--- config.mk ---
export PLATFORM = sky130hd
export DESIGN_NAME = minimips_sequencer
export DESIGN_NICKNAME = d
export VERILOG_FILES = /design/src/rtl/minimips_pkg.sv /design/src/rtl/minimips_pc_unit.sv /design/src/rtl/minimips_sequencer.sv
export SDC_FILE = /design/constraint.sdc
export NUM_CORES = 1
export LEC_CHECK = 0
export ABC_AREA = 0
export CORE_MARGIN = 8
export CORE_UTILIZATION = 44
export CTS_CLUSTER_SIZE = 40
export DETAILED_ROUTE_END_ITERATION = 16
export GPL_ROUTABILITY_DRIVEN = 0
export HOLD_SLACK_MARGIN = 0.06
export PLACE_DENSITY = 0.85
export RECOVER_POWER = 100
export REMOVE_ABC_BUFFERS = 1
export SLEW_MARGIN = 20
export SYNTH_ARGS = -nofsm -noshare
export SYNTH_HDL_FRONTEND = slang
export SYNTH_SLANG_ARGS = --single-unit
--- constraint.sdc ---
create_clock -name clk -period 3.8 [get_ports clk]
set_input_delay 0.76 -clock clk [delete_from_list [all_inputs] [get_ports clk]]
set_output_delay 0.76 -clock clk [all_outputs]
set_load 0.1 [all_outputs]
--- src/rtl/minimips_pkg.sv ---
// Shared MiniMIPS definitions: opcode classes, instruction field positions
// and the sequencer state encoding used by control and the sequencer.
package minimips_pkg;

    localparam int OPC_MSB = 15;
    localparam int OPC_LSB = 12;
    localparam int RS_MSB  = 11;
    localparam int RS_LSB  = 9;
    localparam int RT_MSB  = 8;
    localparam int RT_LSB  = 6;
    localparam int RD_MSB  = 5;
    localparam int RD_LSB  = 3;
    localparam int FN_MSB  = 2;
    localparam int FN_LSB  = 0;
    localparam int IMM_MSB = 5;
    localparam int IMM_LSB = 0;

    localparam logic [3:0] OP_R    = 4'h0;
    localparam logic [3:0] OP_LW   = 4'h8;
    localparam logic [3:0] OP_SW   = 4'h9;
    localparam logic [3:0] OP_BEQ  = 4'h5;
    localparam logic [3:0] OP_BNE  = 4'h6;
    localparam logic [3:0] OP_HALT = 4'hF;

    typedef enum logic [2:0] {
        ST_IDLE   = 3'd0,
        ST_FETCH  = 3'd1,
        ST_DECODE = 3'd2,
        ST_EXEC   = 3'd3,
        ST_MEM    = 3'd4,
        ST_WB     = 3'd5,
        ST_HALTED = 3'd6,
        ST_ERROR  = 3'd7
    } state_t;

    // Only meaningful for BEQ/BNE opcodes.
    function automatic logic branch_taken(input logic [3:0] op, input logic zero);
        return (op == OP_BEQ) ? zero : !zero;
    endfunction

endpackage

--- src/rtl/minimips_pc_unit.sv ---
// Program counter: register, +1 incrementer, sign-extended branch adder and
// load/reset selection. Arithmetic wraps modulo 2^PC_W.
module minimips_pc_unit #(
    parameter int              PC_W     = 8,
    parameter logic [PC_W-1:0] RESET_PC = '0
) (
    input  logic            clk_i,
    input  logic            reset_i,
    input  logic            load_i,
    input  logic            inc_i,
    input  logic            branch_i,
    input  logic [5:0]      imm_i,
    output logic [PC_W-1:0] pc_o
);

    logic [PC_W-1:0] pc_q;
    logic [PC_W-1:0] pc_d;
    logic [PC_W-1:0] pc_inc;
    logic [PC_W-1:0] pc_br;
    logic [PC_W-1:0] imm_sext;

    assign imm_sext = {{(PC_W-6){imm_i[5]}}, imm_i};
    assign pc_inc   = pc_q + PC_W'(1);
    // Branch target is relative to the already-incremented PC.
    assign pc_br    = pc_inc + imm_sext;

    always_comb begin
        pc_d = pc_q;
        if (load_i) begin
            pc_d = RESET_PC;
        end else if (branch_i) begin
            pc_d = pc_br;
        end else if (inc_i) begin
            pc_d = pc_inc;
        end
    end

    always_ff @(posedge clk_i) begin
        if (reset_i) begin
            pc_q <= RESET_PC;
        end else begin
            pc_q <= pc_d;
        end
    end

    assign pc_o = pc_q;

endmodule

--- src/rtl/minimips_sequencer.sv ---
// Multi-cycle MiniMIPS sequencer: fetches into the IR, steps DECODE/EXEC/MEM/WB
// and issues one-cycle register-file and data-memory strobes.
module minimips_sequencer
    import minimips_pkg::*;
#(
    parameter int              PC_W     = 8,
    parameter logic [PC_W-1:0] RESET_PC = '0,
    parameter int              MAX_WAIT = 15
) (
    input  logic            clk,
    input  logic            reset,
    input  logic            start,
    input  logic            halt_req,
    output logic            imem_req,
    output logic [PC_W-1:0] imem_addr,
    input  logic            imem_ack,
    input  logic [15:0]     imem_rdata,
    output logic [15:0]     instr,
    input  logic            alu_zero,
    output logic            reg_write_en,
    output logic            mem_read_en,
    output logic            mem_write_en,
    output logic [PC_W-1:0] pc,
    output logic            busy,
    output logic            halted,
    output logic            err,
    output logic [31:0]     instr_count,
    output logic [2:0]      dbg_state
);

    localparam int              WAIT_W    = $clog2(MAX_WAIT + 1);
    localparam logic [WAIT_W-1:0] WAIT_LAST = WAIT_W'(MAX_WAIT - 1);

    state_t            state_q, state_d;
    logic [15:0]       instr_q, instr_d;
    logic [WAIT_W-1:0] wait_q, wait_d;
    logic [31:0]       count_q, count_d;
    logic              pc_load, pc_inc, pc_branch, retire;
    logic [3:0]        opcode;
    logic              taken;

    assign opcode = instr_q[OPC_MSB:OPC_LSB];
    assign taken  = branch_taken(opcode, alu_zero);

    minimips_pc_unit #(
        .PC_W     (PC_W),
        .RESET_PC (RESET_PC)
    ) u_pc (
        .clk_i    (clk),
        .reset_i  (reset),
        .load_i   (pc_load),
        .inc_i    (pc_inc),
        .branch_i (pc_branch),
        .imm_i    (instr_q[IMM_MSB:IMM_LSB]),
        .pc_o     (pc)
    );

    always_comb begin
        state_d   = state_q;
        instr_d   = instr_q;
        wait_d    = wait_q;
        count_d   = count_q;
        pc_load   = 1'b0;
        pc_inc    = 1'b0;
        pc_branch = 1'b0;
        retire    = 1'b0;
        case (state_q)
            ST_IDLE, ST_HALTED: begin
                if (start) begin
                    state_d = ST_FETCH;
                    pc_load = 1'b1;
                    wait_d  = '0;
                end
            end
            ST_FETCH: begin
                if (imem_ack) begin
                    instr_d = imem_rdata;
                    wait_d  = '0;
                    state_d = ST_DECODE;
                end else if (wait_q == WAIT_LAST) begin
                    state_d = ST_ERROR;
                end else begin
                    wait_d = WAIT_W'(wait_q + 1'b1);
                end
            end
            ST_DECODE: begin
                state_d = (opcode == OP_HALT) ? ST_HALTED : ST_EXEC;
            end
            ST_EXEC: begin
                case (opcode)
                    OP_LW, OP_SW: state_d = ST_MEM;
                    OP_BEQ, OP_BNE: begin
                        pc_branch = taken;
                        pc_inc    = !taken;
                        retire    = 1'b1;
                    end
                    default: state_d = ST_WB;
                endcase
            end
            ST_MEM: begin
                if (opcode == OP_LW) begin
                    state_d = ST_WB;
                end else begin
                    pc_inc = 1'b1;
                    retire = 1'b1;
                end
            end
            ST_WB: begin
                pc_inc = 1'b1;
                retire = 1'b1;
            end
            default: state_d = ST_ERROR;
        endcase
        // Instruction boundary: the only place halt_req is honoured.
        if (retire) begin
            count_d = count_q + 32'd1;
            state_d = halt_req ? ST_HALTED : ST_FETCH;
        end
    end

    always_ff @(posedge clk) begin
        if (reset) begin
            state_q <= ST_IDLE;
            instr_q <= '0;
            wait_q  <= '0;
            count_q <= '0;
        end else begin
            state_q <= state_d;
            instr_q <= instr_d;
            wait_q  <= wait_d;
            count_q <= count_d;
        end
    end

    // Strobes decode the registered state only, so reset removes them on the same edge.
    assign imem_req     = (state_q == ST_FETCH);
    assign imem_addr    = pc;
    assign instr        = instr_q;
    assign reg_write_en = (state_q == ST_WB);
    assign mem_read_en  = (state_q == ST_MEM) && (opcode == OP_LW);
    assign mem_write_en = (state_q == ST_MEM) && (opcode == OP_SW);
    assign busy         = (state_q == ST_FETCH) || (state_q == ST_DECODE) ||
                          (state_q == ST_EXEC)  || (state_q == ST_MEM)    ||
                          (state_q == ST_WB);
    assign halted       = (state_q == ST_HALTED);
    assign err          = (state_q == ST_ERROR);
    assign instr_count  = count_q;
    assign dbg_state    = state_q;

endmodule

## Word-level counts from Yosys, hierarchy flattened

Index checks and enable logic that the tools add are counted.
W data, S select, Z words.

| cells by class | value |
|---|---|
| add/sub/neg operators | 4 |
| equality and inequality tests | 20 |
| mux-type cells | 25 |
| reduce and logical (&&, ||, !) cells | 18 |

Operator list:

| cell | number |
|---|---|
| $add A32 B1 Y32 const B | 1 |
| $mux W3 | 7 |
| $pmux W3 S6 | 1 |
| $eq A4 B4 Y1 const B | 4 |
| $mux W8 | 2 |
| $eq A3 B3 Y1 const B | 4 |
| $mux W4 | 3 |
| $ne A3 B3 Y1 const B | 4 |
| $add A8 B1 Y8 const B | 1 |
| $add A8 B8 Y8 | 1 |
| $eq A4 B3 Y1 const B | 2 |
| $mux W1 | 8 |
| $pmux W4 S2 | 1 |
| $reduce_or A2 Y1 | 4 |
| $eq A3 B2 Y1 const B | 2 |
| $pmux W1 S3 | 2 |
| $pmux W3 S2 | 1 |
| $reduce_and A5 Y1 | 1 |
| $add A4 B1 Y4 const B | 1 |
| $logic_or A1 B1 Y1 | 4 |
| $ne A4 B1 Y1 const B | 1 |
| $reduce_bool A2 Y1 | 2 |
| $eq A3 B1 Y1 const B | 1 |
| $logic_not A3 Y1 | 1 |
| 6 further kinds | 8 |

| storage, ports and cells | value |
|---|---|
| flip-flop bits (word level) | 63 |
| output and inout port bits | 74 |
| word-level logic and storage cells | 72 |

## Longest topological paths before layout

Gate-level depths: netlist of run 1.

| depth | value |
|---|---|
| word-level depth | 7 |
| mapped depth | 11 |
| mapped depth without buffers | 11 |

## By module

Synthesis of run 1 repeated with hierarchy kept, for this count alone.

| second synthesis, totals | value |
|---|---|
| cell total of the unflattened synthesis | 456 |
| area, all modules | 3728.6 um^2 |

Modules (own cells, without submodules):

| module | times used | cells each | area each (um^2) |
|---|---|---|---|
| minimips_sequencer | 1 | 343 | 2829.0 |
| minimips_pc_unit | 1 | 113 | 899.6 |

## Worst setup path before layout of run 1

OpenSTA, ideal clock, no wires.

| path | value |
|---|---|
| path kind | reg-to-output |
| from | register instr_q[15] (netlist: instr[15]) |
| to | output mem_read_en |
| data arrival time | 3.682 ns |
| required time | 3.040 ns |
| path slack | -0.642 ns |
| stages on the path, launching flop included | 3 |
| buffers on the path | 0 |
| path through | dfxtp_1 -> or4b_1 -> nor3_1 |

| on the way | value |
|---|---|
| word-level cells in the longest chain between the ends | 2 |

Ends and longest elaborated chain:

| element | RTL line | source |
|---|---|---|
| start, declared | minimips_sequencer.sv:35 | `logic [15:0] instr_q, instr_d;` |
| start signal, assigned | minimips_sequencer.sv:129 | `instr_q <= instr_d;` |
| $eq A4 B4 Y1 | minimips_sequencer.sv:140 | `assign mem_read_en = (state_q == ST_MEM) && (opcode == OP_LW);` |
| $logic_and A1 B1 Y1 | minimips_sequencer.sv:140 |  |
| end, declared | minimips_sequencer.sv:21 | `output logic mem_read_en,` |

Every way passes these cells.

## Worst setup path in the final report of run 1

Ends and elaborated chain as after synthesis.

==> results_dict.tcl, run 1 <==
set metrics [dict create \
    clock-root-buffer "clkbuf_8" \
    die_area_um2 10900 \
    synth_edf_count 0 \
    required_ps 3040 \
    finalClockSkew_ps 11.8 \
    crit_fanout 8 \
    cp_top_family "buffers and inverters" \
    wirelength_um 9190 \
    post_cts_resize_count 0 \
    yosys_register_bits 63 \
    hold_path.class "reg -> reg" \
    grt.overflow.total 0 \
    worstSkewPairLatency_ps 330 \
    fmax_mhz 311 \
    wl_per_cell_um 14.7 \
    relSlewSlack_pct 21.9 \
    cts_buffers 9 \
    fin_cells 626 \
    async_flop_share_pct 0 \
    initial_utilization_pct 45.0 \
    clk_pin_slew_ps 60 \
    nets 555 \
    rr_endpoint "u_pc.pc_o[4]" \
    portBuffers 95 \
    rrSetupSlack_ps 890 \
    hold_viol_final 0 \
    timing.final.crit_share_pct 84.6 \
    num_vias 3346 \
    power_density_nw_per_um2 500 \
    whs_path_depth 2 \
    grt_pass1_vias 3316 \
    crit_buf_inv 1 \
    max_slew.worst_pin.slew_ps 1180 \
    cts_tree "built" \
    ctsHoldBuffers 0 \
    drive_gt1_share_pct 4.39 \
    grt.met1_usage_pct 19.9 \
    finish.utilization_pct 59.1 \
    synthToLayoutAreaGrowth_pct 31.4 \
    grt_use_met2_pct 29.0 \
    cp-end-kind "primary output" \
    hpwlAfterDp_um 6910 \
    grt-busiest-layer "met2" \
    ff2ff_path_depth 6 \
    grt_max_degree 37 \
    drtIter0Drc 105 \
    worstReg2RegStart "instr[15]" \
    antenna_found_initial 0 \
    place_inst 611 \
    yosys_warnings 0 \
    ios 96 \
    cp_slowest_cell "clkbuf_1" \
    ir_drop_uv 489 \
    finalSetupViolations 0 \
    synth-main-ff-cell "dfxtp_1" \
    worstPathArrival_ps 2450 \
    layout_min_cycle_time_ps 3210 \
    worstPathCellList "or4b_1 > nor3_1 > clkbuf_1" \
    power.leakage_uw 0.00189 \
    postSynthCellCount 438 \
    yosysUniqueCellTypes 53 \
    clock-sinks 63 \
    drv_cap 0 \
    post-cts-setup-buffer-count 0 \
    place_area_um2 4390 \
    diodes 0 \
    viasPerCell 5.35 \
    h-tree-depth 3 \
    final_area_um2 4540 \
    seq_area_frac_synth_pct 36.5 \
    fp.dieW_um 105 \
    drt-pass1-iter-count 4 \
    grt_setup_unrepaired "no" \
    num_rows 32 \
    outcome "finished, final reports clean" \
    crit_type "reg -> out" \
    grt_pass1_wl_um 15800 \
    hp-start "instr[6]" \
    coreArea_um2 7690 \
    setup_tns_ps 0 \
    cts_buffer_depth 2 \
    syn-cell-area_um2 3460 \
    ant_nets 0 \
    met3_usage_pct 4.67 \
    slowest_delay_ps 890 \
    grt_use_total_pct 17.0 \
    hold_end "instr[6]" \
    cp-start-kind "flip-flop" \
    fill_cells 719 \
    slew_violations 0 \
    drc 0 \
    syn_area_per_cell_um2 7.89 \
    die_h_um 105 \
]
cell families after synthesis:
| family | Yosys count | synth area share [%] |
|---|---|---|
| flip-flops | 63 | 36.5 |
| adder cells (fa/ha/maj) | 13 | 4.92 |
| multiplexers | 1 | 0.290 |
| XOR/XNOR | 35 | 8.87 |
| AND/OR/NAND/NOR | 205 | 29.0 |
| buffers and inverters | 36 | 5.14 |
| AO/OA/AOI/OAI | 85 | 15.3 |
tightest hold or removal path, cell delays in order (launching register included):
cell,delay (ps)
dfxtp_1,300
nand2_1,50
a21oi_1,50
flip-flops by register name, indices dropped and copies added, names as in the netlist:
signal / flops
wait_q: 4
instr: 16
dbg_state: 3
instr_count: 32
u_pc.pc_o: 8
cell usage after synthesis, drive strengths merged, types with 2 or more instances:
master | instances | share of area, %
nand2 | 67 | 7.3
dfxtp | 63 | 36
nor2 | 54 | 5.9
a21oi | 40 | 5.8
xor2 | 24 | 6.1
o21ai | 16 | 2.3
clkbuf | 15 | 1.6
nand3 | 14 | 2.0
nand4 | 14 | 2.5
ha | 12 | 4.3
buf | 11 | 2.4
xnor2 | 11 | 2.8
inv | 10 | 1.1
and3 | 9 | 1.6
nand2b | 7 | 1.3
or3 | 7 | 1.3
a211oi | 6 | 1.8
nor2b | 5 | 0.91
a21o | 4 | 0.87
nand3b | 4 | 0.87
or4 | 4 | 0.87
and2 | 3 | 0.54
and4 | 3 | 0.76
nor3 | 3 | 0.43
o22ai | 3 | 0.54
a211o | 2 | 0.51
a22oi | 2 | 0.43
a311oi | 2 | 0.51
a31oi | 2 | 0.54
nand4b | 2 | 0.51
nor4 | 2 | 0.54
o21bai | 2 | 0.43
or2 | 2 | 0.36
per-layer routing:
metal | wire length (µm) | share of wire [%]
met5 | 0 | 0
met4 | 101 | 1.1
met3 | 490 | 5.3
met2 | 4600 | 50
met1 | 3990 | 43
stage by stage:
step | power, µW | worst slack, ps | hold slack (ps)
finish | 2270 | 586 | 454
global route | 2390 | 502 | 491
CTS | 2330 | 887 | 455
detailed placement | 1740 | 790 | 446
global placement | 1720 | 894 | 442
floorplan | 1500 | -642 | 502
placed cells by master, fill, tap and decap left out, types with 2 or more instances in the layout:
cell type         n
a211o_1           2
a211oi_1          5
a21o_1            4
a21oi_1          40
a22oi_1           2
a311oi_1          2
and2_1            2
and3_1            9
and4_1            3
clkbuf_1          8
clkbuf_8         11
clkdlybuf4s50_1  18
clkinv_2          3
dfxtp_1          63
dlygate4sd3_1    69
ha_1             12
inv_1            10
nand2_1          67
nand2b_1          7
nand3_1          14
nand3b_1          4
nand4_1          14
nand4b_1          2
nor2_1           54
nor2b_1           5
nor3_1            3
nor4_1            2
o21ai_0          16
o21bai_1          2
o22ai_1           3
or2_2             2
or3_1             7
or4_1             4
xnor2_1          11
xor2_1           24
worst max path at each step:
stage               slack (ps)  cells after the start    startpoint            to
global placement           890                      7      alu_zero  u_pc.pc_o[7]
CTS                        890                      1  dbg_state[0]  dbg_state[0]
floorplan                 -640                      2     instr[15]   mem_read_en
finish                     590                      3     instr[15]   mem_read_en
global route               500                      3     instr[15]   mem_read_en
detailed placement         790                      7      alu_zero  u_pc.pc_o[7]
report_power, final:
group          leakage, µW  switching [µW]  internal (µW)  total, µW
Sequential        0.000509            79.3            707        786
Combinational      0.00127             698            207        905
Clock             0.000105             249            332        580
cell type report:
class	instances	area (µm²)	area share, %
Multi-Input combinational cell	339	2010	44.2
Sequential cell	63	1260	27.8
Timing Repair Buffer	97	913	20.1
Clock buffer	11	151	3.33
Tap cell	102	128	2.81
Clock inverter	4	45.0	0.992
Inverter	10	37.5	0.826
No activity file was read; power rests on OpenSTA's default activity.
==> inputs of run 2 (changes only) <==
- PLACE_DENSITY: 0.85 -> 0.88
- clock period: 3.8 -> 2.6 ns (I/O delays scaled with it)
==> results_dict.tcl, run 2 (synthesized netlist as in run 1, its figures left out) <==
set metrics [dict create \
    worst_slack_ps 90.9 \
    setup_tns_ps 0 \
    h-tree-depth 3 \
    drive_gt1_share_pct 14.8 \
    max_slew.worst_pin.slew_ps 1200 \
    power_density_nw_per_um2 742 \
    finalSetupViolations 0 \
    hold_end "instr[10]" \
    drc 0 \
    power.leakage_uw 0.00166 \
    diodes 0 \
    nets 577 \
    ir_drop_uv 818 \
    grt_max_degree 46 \
    drt-pass1-iter-count 4 \
    rr_endpoint "u_pc.pc_o[7]" \
    wl_per_cell_um 15.5 \
    hold_path.class "reg -> reg" \
    final_common_cell "nand2_1" \
    drtIter0Drc 144 \
    cts_buffers 9 \
    crit_fanout 4 \
    portBuffers 95 \
    antenna_found_initial 0 \
    grt.overflow.total 0 \
    met3_usage_pct 4.55 \
    relSlewSlack_pct 20.5 \
    num_rows 32 \
    coreArea_um2 7690 \
    die_h_um 105 \
    cp-start-kind "flip-flop" \
    timing.final.crit_share_pct 96.5 \
    largest_register_ffs 32 \
    dp_slack_ps -139 \
    final_area_um2 4480 \
    wirelength_um 10100 \
    outcome "finished, final reports clean" \
    grt_use_total_pct 17.6 \
    final_cell_mix "nand2_1 (67), clkbuf_1 (63), dfxtp_1 (58), nor2_1 (53), a21oi_1 (39)" \
    die_area_um2 10900 \
    worstPathArrival_ps 2790 \
    required_ps 2880 \
    cp-end-kind "flip-flop" \
    worstSkewPairLatency_ps 340 \
    num_vias 3495 \
    drv_cap 0 \
    holdWs_ps 458 \
    ios 96 \
    slew_violations 0 \
    viasPerCell 5.39 \
    ant_nets 0 \
    clock-root-buffer "clkbuf_8" \
    grt.met1_usage_pct 20.0 \
    grt_pass1_vias 3519 \
    hpwlAfterDp_um 7410 \
    place_area_um2 4420 \
    ff2ff_path_depth 10 \
    worstSetupStartpoint "u_pc.pc_o[1]" \
    cts_buffer_depth 2 \
    cts_tree "built" \
    whs_path_depth 2 \
    hold_viol_final 0 \
    rrSetupSlack_ps 90 \
    worstReg2RegStart "u_pc.pc_o[1]" \
    clk_pin_slew_ps 80 \
    fp.dieW_um 105 \
    hp-start "instr[10]" \
    initial_utilization_pct 45.0 \
    finalClockSkew_ps 13.7 \
    grt_use_met2_pct 30.4 \
    grt_pass1_wl_um 16500 \
    crit_type "reg -> reg" \
    fmax_mhz 399 \
    layout_min_cycle_time_ps 2510 \
    grt-busiest-layer "met2" \
    synthToLayoutAreaGrowth_pct 29.5 \
    clock-sinks 63 \
]
## run 2: changes by cell type in the layout (fill, tap and decap cells not counted), moves of 5 or more
cell	delta
dfxtp_1	-5
dlygate4sd3_1	-68
clkbuf_1	+55
clkbuf_2	+10
buf_4	+20
ha_1	-5
## run 2: layer usage
layer,wire length (µm),part of all wire (%),vias to the layer above
li1,-,-,1720
met1,4220,42,1655
met2,5040,50,93
met3,523,5.2,27
met4,281,2.8,0
met5,0,0,-
## run 2: how the worst max path moves through the flow
| stage | slack (ps) | endpoint | cells past startpoint |
|---|---|---|---|
| 4_1_cts | 20 | u_pc.pc_o[7] | 10 |
| 6_report | 90 | u_pc.pc_o[7] | 10 |
| 3_5_place_dp | -140 | u_pc.pc_o[7] | 10 |
| 2_1_floorplan | -1600 | mem_read_en | 2 |
| 5_1_grt | -30 | u_pc.pc_o[7] | 10 |
| 3_3_place_gp | 70 | u_pc.pc_o[7] | 10 |
## run 2: cell type report
cell class / instances / area [µm²]
clock buffer: 11 / 151
tap: 102 / 128
clock inverter: 5 / 32.5
fill: 764 / 3210
sequential: 63 / 1270
timing repair buffer: 119 / 689
inverter: 10 / 37.5
multi-input combinational: 339 / 2160
## run 2: worst max-delay path, cell delays in order (launching register included)
cell      delay (ps)
dfxtp_4          380
and3_4           180
and3_4           220
xor2_4           200
ha_2             290
a21o_1           110
a211oi_1          70
a21o_1           190
a311o_1          350
or3_1            310
a21oi_1          140
## run 2: repair_timing
action,in CTS,in global routing
buffers inserted,1,1
hold buffers,0,0
pin swaps,1,7
endpoints found under the setup margin,1,1
gates resized for setup,4,27
## run 2: power by group
group / internal [µW] / switching, µW
sequential: 1030 / 64.3
clock: 395 / 405
combinational: 323 / 1100
## run 2: through the flow
stage	cells	power, µW	util, %
final	649	3320	58.2
after global routing	649	3480	58.2
after CTS	648	3440	60.1
after detailed placement	631	2640	57.5
after global placement	631	2610	57.5
after floorplan	412	2190	-
==> inputs of run 3 (changes only) <==
- SLEW_MARGIN: 20 -> unset
==> results of run 3 <==
Final layout, timing and power as in run 2 (identical DEF).
